`src/rtl/square_draw_ctrl.sv`:
```
// Relocates the on-screen target square: it erases the old square, latches a new
// location and rasterises the new square into the frame-buffer pixel-write port.
module square_draw_ctrl #(
  parameter int SQ_SIZE  = 32,
  parameter int SCREEN_W = 640,
  parameter int SCREEN_H = 480
) (
  input  logic        clk,
  input  logic        reset,
  input  logic        start,
  input  logic [10:0] loc_x,
  input  logic [10:0] loc_y,
  input  logic        pix_ready,
  output logic        pix_write,
  output logic [10:0] pix_x,
  output logic [10:0] pix_y,
  output logic        pix_color,
  output logic        busy,
  output logic        done,
  output logic [10:0] cur_x,
  output logic [10:0] cur_y,
  output logic        sq_valid
);

  // state | meaning
  // IDLE  | waiting for start
  // ERASE | sweeping the old square with background colour
  // LATCH | capturing the new location (one cycle)
  // DRAW  | sweeping the new square with square colour
  // DONE  | one-cycle completion pulse
  typedef enum logic [2:0] {IDLE, ERASE, LATCH, DRAW, DONE} state_t;

  localparam int OW = $clog2(SQ_SIZE);
  localparam logic [OW-1:0] OMAX = OW'(SQ_SIZE - 1);

  state_t        state, state_nxt;
  logic [OW-1:0] dx, dy;
  logic [11:0]   sum_x, sum_y;
  logic          sweeping, in_bounds, advance, last;

  // 12-bit sums so a square near the right/bottom edge never wraps back on-screen
  assign sum_x     = {1'b0, cur_x} + 12'(dx);
  assign sum_y     = {1'b0, cur_y} + 12'(dy);
  assign sweeping  = (state == ERASE) || (state == DRAW);
  assign in_bounds = (sum_x < 12'(SCREEN_W)) && (sum_y < 12'(SCREEN_H));
  assign last      = (dx == OMAX) && (dy == OMAX);
  // off-screen pixels are skipped one per cycle without waiting on the writer
  assign advance   = sweeping && (!in_bounds || pix_ready);

  assign pix_write = sweeping && in_bounds;
  assign pix_x     = sweeping ? sum_x[10:0] : 11'd0;
  assign pix_y     = sweeping ? sum_y[10:0] : 11'd0;
  assign pix_color = (state == DRAW);
  assign busy      = (state != IDLE);
  assign done      = (state == DONE);

  always_ff @(posedge clk or posedge reset) begin
    if (reset) state <= IDLE;
    else       state <= state_nxt;
  end

  always_comb begin
    state_nxt = state;
    case (state)
      IDLE:    if (start) state_nxt = sq_valid ? ERASE : LATCH;
      ERASE:   if (advance && last) state_nxt = LATCH;
      LATCH:   state_nxt = DRAW;
      DRAW:    if (advance && last) state_nxt = DONE;
      DONE:    state_nxt = IDLE;
      default: state_nxt = IDLE;
    endcase
  end

  // offsets wrap to zero at the end of each sweep, ready for the next one
  always_ff @(posedge clk or posedge reset) begin
    if (reset) begin
      dx <= '0;
      dy <= '0;
    end else if (advance) begin
      if (dx == OMAX) begin
        dx <= '0;
        dy <= dy + OW'(1);
      end else begin
        dx <= dx + OW'(1);
      end
    end
  end

  always_ff @(posedge clk or posedge reset) begin
    if (reset) begin
      cur_x    <= 11'd0;
      cur_y    <= 11'd0;
      sq_valid <= 1'b0;
    end else if (state == LATCH) begin
      cur_x    <= loc_x;
      cur_y    <= loc_y;
      sq_valid <= 1'b0;
    end else if (state == DONE) begin
      sq_valid <= 1'b1;
    end
  end

endmodule

```
`config.mk`:
```
export PLATFORM = sky130hd
export DESIGN_NAME = square_draw_ctrl
export DESIGN_NICKNAME = d
export VERILOG_FILES = /design/src/rtl/square_draw_ctrl.sv
export SDC_FILE = /design/constraint.sdc
export NUM_CORES = 1
export LEC_CHECK = 0
export CORE_MARGIN = 2
export CORE_UTILIZATION = 43
export CTS_BUF_LIST = sky130_fd_sc_hd__clkbuf_8
export DETAILED_ROUTE_END_ITERATION = 8
export GPL_TIMING_DRIVEN = 1
export PLACE_DENSITY_LB_ADDON = 0.15
export SETUP_SLACK_MARGIN = 0.15
export SYNTH_ARGS = -nofsm -noshare
export SYNTH_HDL_FRONTEND = slang
export SYNTH_SLANG_ARGS = --single-unit
```
`constraint.sdc`:
```
create_clock -name clk -period 2.7 [get_ports clk]
set_input_delay 0.27 -clock clk [delete_from_list [all_inputs] [get_ports clk]]
set_output_delay 0.27 -clock clk [all_outputs]
set_load 0.02 [all_outputs]
```
==> qor.csv <==
stage,metric,value,unit
route,Via density,5.06,
cts,TritonCTS clock tree,yes,
cts,CTS Buf Count,5,
cts,CTS Root Cell,clkbuf_8,
worst_setup_path,CP max-delay cell,dfrtp_1,
global_route,initial antenna violation count,0,
synthesis,Mean Syn Cell Area,10.1,µm²
synthesis,post-synthesis register bit count,36,
synthesis,register area share after synthesis,38.3,%
route,Detail Route Antenna Nets,0,
finish,# fillers,343,
worst_setup_path,CP Data Required Time,2880,ps
timing,final setup vio count,16,
timing,RSZ-0062 raised after global routing,yes,
route,DR WL/cell,15.4,µm
synthesis,Yosys top cell by area,dfrtp_1,
worst_setup_path,CP Max Fanout,3,
synthesis,post-synthesis cell count,232,
global_route,vias in the first global route,2444,
timing,Worst slew margin,69.0,%
synthesis,Synth async-reset ratio,100,%
worst_setup_path,WP data arrival,3210,ps
worst_setup_path,worst reg-to-reg path cell count,15,
worst_setup_path,Crit Path Class,reg -> reg,
placed_design,final RePlAce weighted congestion,0.842,
pwr,static leakage,1.99,nW
hold_path,HP Class,in -> async,
finish,Reg area,906,µm²
synthesis,largest cells by area after synthesis,"dfrtp_1, mux2_2, ha_1, nor2_1, xor2_1",
worst_setup_path,CP top delay family,buffers and inverters,
worst_setup_path,CP Cell Sequence,ha_4 > fa_2 > a211o_1 > buf_4 > buf_6 > buf_6 > nand4b_1 > o2bb2ai_2 > o22ai_2 > buf_4 > buf_6 > o31ai_4 > buf_6 > nor2_4 > mux2_4,
cts,hold_buf cts,0,
timing,final cycle utilization of the critical path,112,%
finish,Syn-to-layout area delta,75.5,%
timing,Setup TNS,-3240,ps
floorplan,Core ar.,5200,µm²
synthesis,synthesized net count,274,
synthesis,share of the synthesized area in the top cell type,38.3,%
worst_setup_path,WP depth,15,
worst_setup_path,R2R Setup Slk,-330,ps
finish,n_diodes,0,
cts,clk_lat worst skew,290,ps
timing,PnR worst setup slack,-332,ps
global_route,All-Layer GR Usage,23.8,%
timing,Tmin final,3030,ps
placed_design,input/output buffers,74,
floorplan,I/O Pins,75,
cts,H-Tree Depth,2,
synthesis,Synth Warn #,0,
route,Post-route DRC,0,
finish,area occupied by multi-input gates,1630,µm²
route,routed via count,2334,
global_route,first-pass GRT wire length,11.5,mm
route,Iteration-0 DRC Markers,120,
timing,final slew viol count,0,
placed_design,Cells after DPL,437,
route,Initial DRT Pass Iterations,4,
synthesis,Post-synth EDFFs,0,
status,failing checks,negative setup slack,
pwr,total power draw,0.00157,W
cts,Worst-path clk slew,70,ps
floorplan,FP Rows,26,
worst_setup_path,startpoint types,flip-flop,
global_route,largest net degree at the start of global routing,37,
global_route,Congestion Overflow GR,0,
synthesis,dominant synthesized flop cell,dfrtp_1,
job,Max-Cap Viols,0,
finish,# nets final,432,
timing,Clock Skew,4.95,ps
placed_design,DP HPWL,4.83,mm
cts,Clock Sinks,36,
timing,pin slew with the least headroom to its limit,465,ps
worst_setup_path,Buf/Inv on CP,6,
worst_setup_path,Crit path top cell by count,buf_6,
timing,final hold violation count,0,
floorplan,Initial Util,45.2,%
synthesis,Netlist cell types,49,
timing,FMAX,330,MHz
worst_setup_path,crit-path max cell delay,420,ps
synthesis,synthesized area,2350,µm²
status,run status,finished with violations,
timing,Hold WS,407,ps
cts,Clock Tree Buf Depth,2,
floorplan,die area,6080,µm²
worst_setup_path,crit path capture type,flip-flop,
finish,Final Instance Count excl. Fillers,461,
floorplan,Die Ht,78.0,µm
finish,share of cells above drive strength 1,44.0,%
route,"wirelength, routed",7.11,mm
pwr,P per Cell Area,381,nW/µm²
pwr,peak supply drop,0.262,mV
floorplan,Die Width,78.0,µm
==> what timing repair did <==
item	CTS	global route
setup endpoints to repair	30	30
pin swaps	15	15
buffers inserted	9	7
resized for setup	84	39
==> synth_stat cells, drive strengths merged, types with 3 or more instances <==
cell type / count
dfrtp: 36
nor2: 35
mux2: 24
ha: 14
a21oi: 12
xor2: 11
inv: 9
nand2: 8
o21ai: 8
xnor2: 8
and2: 6
nand3: 6
clkbuf: 5
nor3: 5
and3: 3
nand4: 3
nor2b: 3
o22ai: 3
o31ai: 3
or3: 3
==> cells by family (layout without fill, tap and decap cells) <==
family,after synthesis,in the layout,synth area share [%]
xor gates and xnor gates,19,19,7.07
muxes,24,24,11.5
adders and majority gates,16,16,9.15
buffers and inverters,16,175,2.87
DFF,36,36,38.3
AOI/OAI and AO/OA,39,39,13.0
and+or+nand+nor,82,82,18.1
==> state kept, by name, indices dropped and copies added, names as in the netlist <==
name and cells:
cur_x 11, dx 5, cur_y 11, dy 5, state 3, sq_valid 1
==> per-layer routing <==
metal  routed length, µm  global-route usage (%)  part of all wire (%)
met1                3090                    29.1                    43
met2                3650                    42.7                    51
met3                 274                    3.95                   3.9
met4                  90                    7.37                   1.3
met5                   0                       0                     0
==> worst min-delay path, stage by stage <==
cell and delay (ps):
clkdlybuf4s50_1 410, inv_1 60, buf_4 400
==> metrics by stage <==
step,area (µm²),worst slack [ps],utilization [%]
6_report,4130,-332,79.3
3_3_place_gp,3710,-422,71.3
3_5_place_dp,3710,-488,71.3
4_1_cts,3940,-265,75.7
5_1_grt,4130,-397,79.3
2_1_floorplan,2400,53.4,-
==> layout by cell type, fill, tap and decap left out, types with 4 or more instances in the layout <==
master	Yosys	routed
a21oi_1	10	8
and2_1	6	6
buf_4	0	79
buf_6	1	15
clkbuf_8	0	6
clkdlybuf4s50_1	0	55
dfrtp_1	36	32
dfrtp_2	0	4
ha_1	14	10
ha_4	0	4
inv_1	9	11
mux2_2	20	20
nand2_1	7	6
nand3_1	6	4
nor2_1	34	32
o21ai_0	6	4
xnor2_1	8	8
xor2_1	11	11
==> power by group <==
group | leakage [nW] | switching [W] | internal (W) | total, W
clock | 0.0538 | 0.000199 | 0.000201 | 0.000399
sequential | 0.472 | 0.0000360 | 0.000580 | 0.000616
combinational | 1.46 | 0.000259 | 0.000297 | 0.000557
total | 1.99 | 0.000494 | 0.00108 | 0.00157
==> path summary, 6_finish.rpt <==
| path | to | startpoint |
|---|---|---|
| setup / recovery | dy[1]$_DFFE_PP0P_ | dx[0]$_DFFE_PP0P_ |
| min in group clk | cur_y[5]$_DFFE_PP0N_ | loc_y[5] |
| setup reg to reg | dy[1]$_DFFE_PP0P_ | dx[0]$_DFFE_PP0P_ |
| hold / removal | cur_y[3]$_DFFE_PP0N_ | reset |
| max in group asynchronous | cur_x[0]$_DFFE_PP0N_ | reset |
| hold reg to reg | state[1]$_DFFE_PP0P_ | state[2]$_DFFE_PP0P_ |
==> layout make-up <==
| type | instances | share of cell area, % |
|---|---|---|
| timing repair buffer | 158 | 33.5 |
| clock inverter | 2 | 0.182 |
| inverter | 9 | 0.818 |
| clock buffer | 6 | 2.00 |
| sequential | 36 | 21.9 |
| tap | 70 | 2.12 |
| multi-input combinational | 180 | 39.4 |
(Power assumes the default switching activity.)
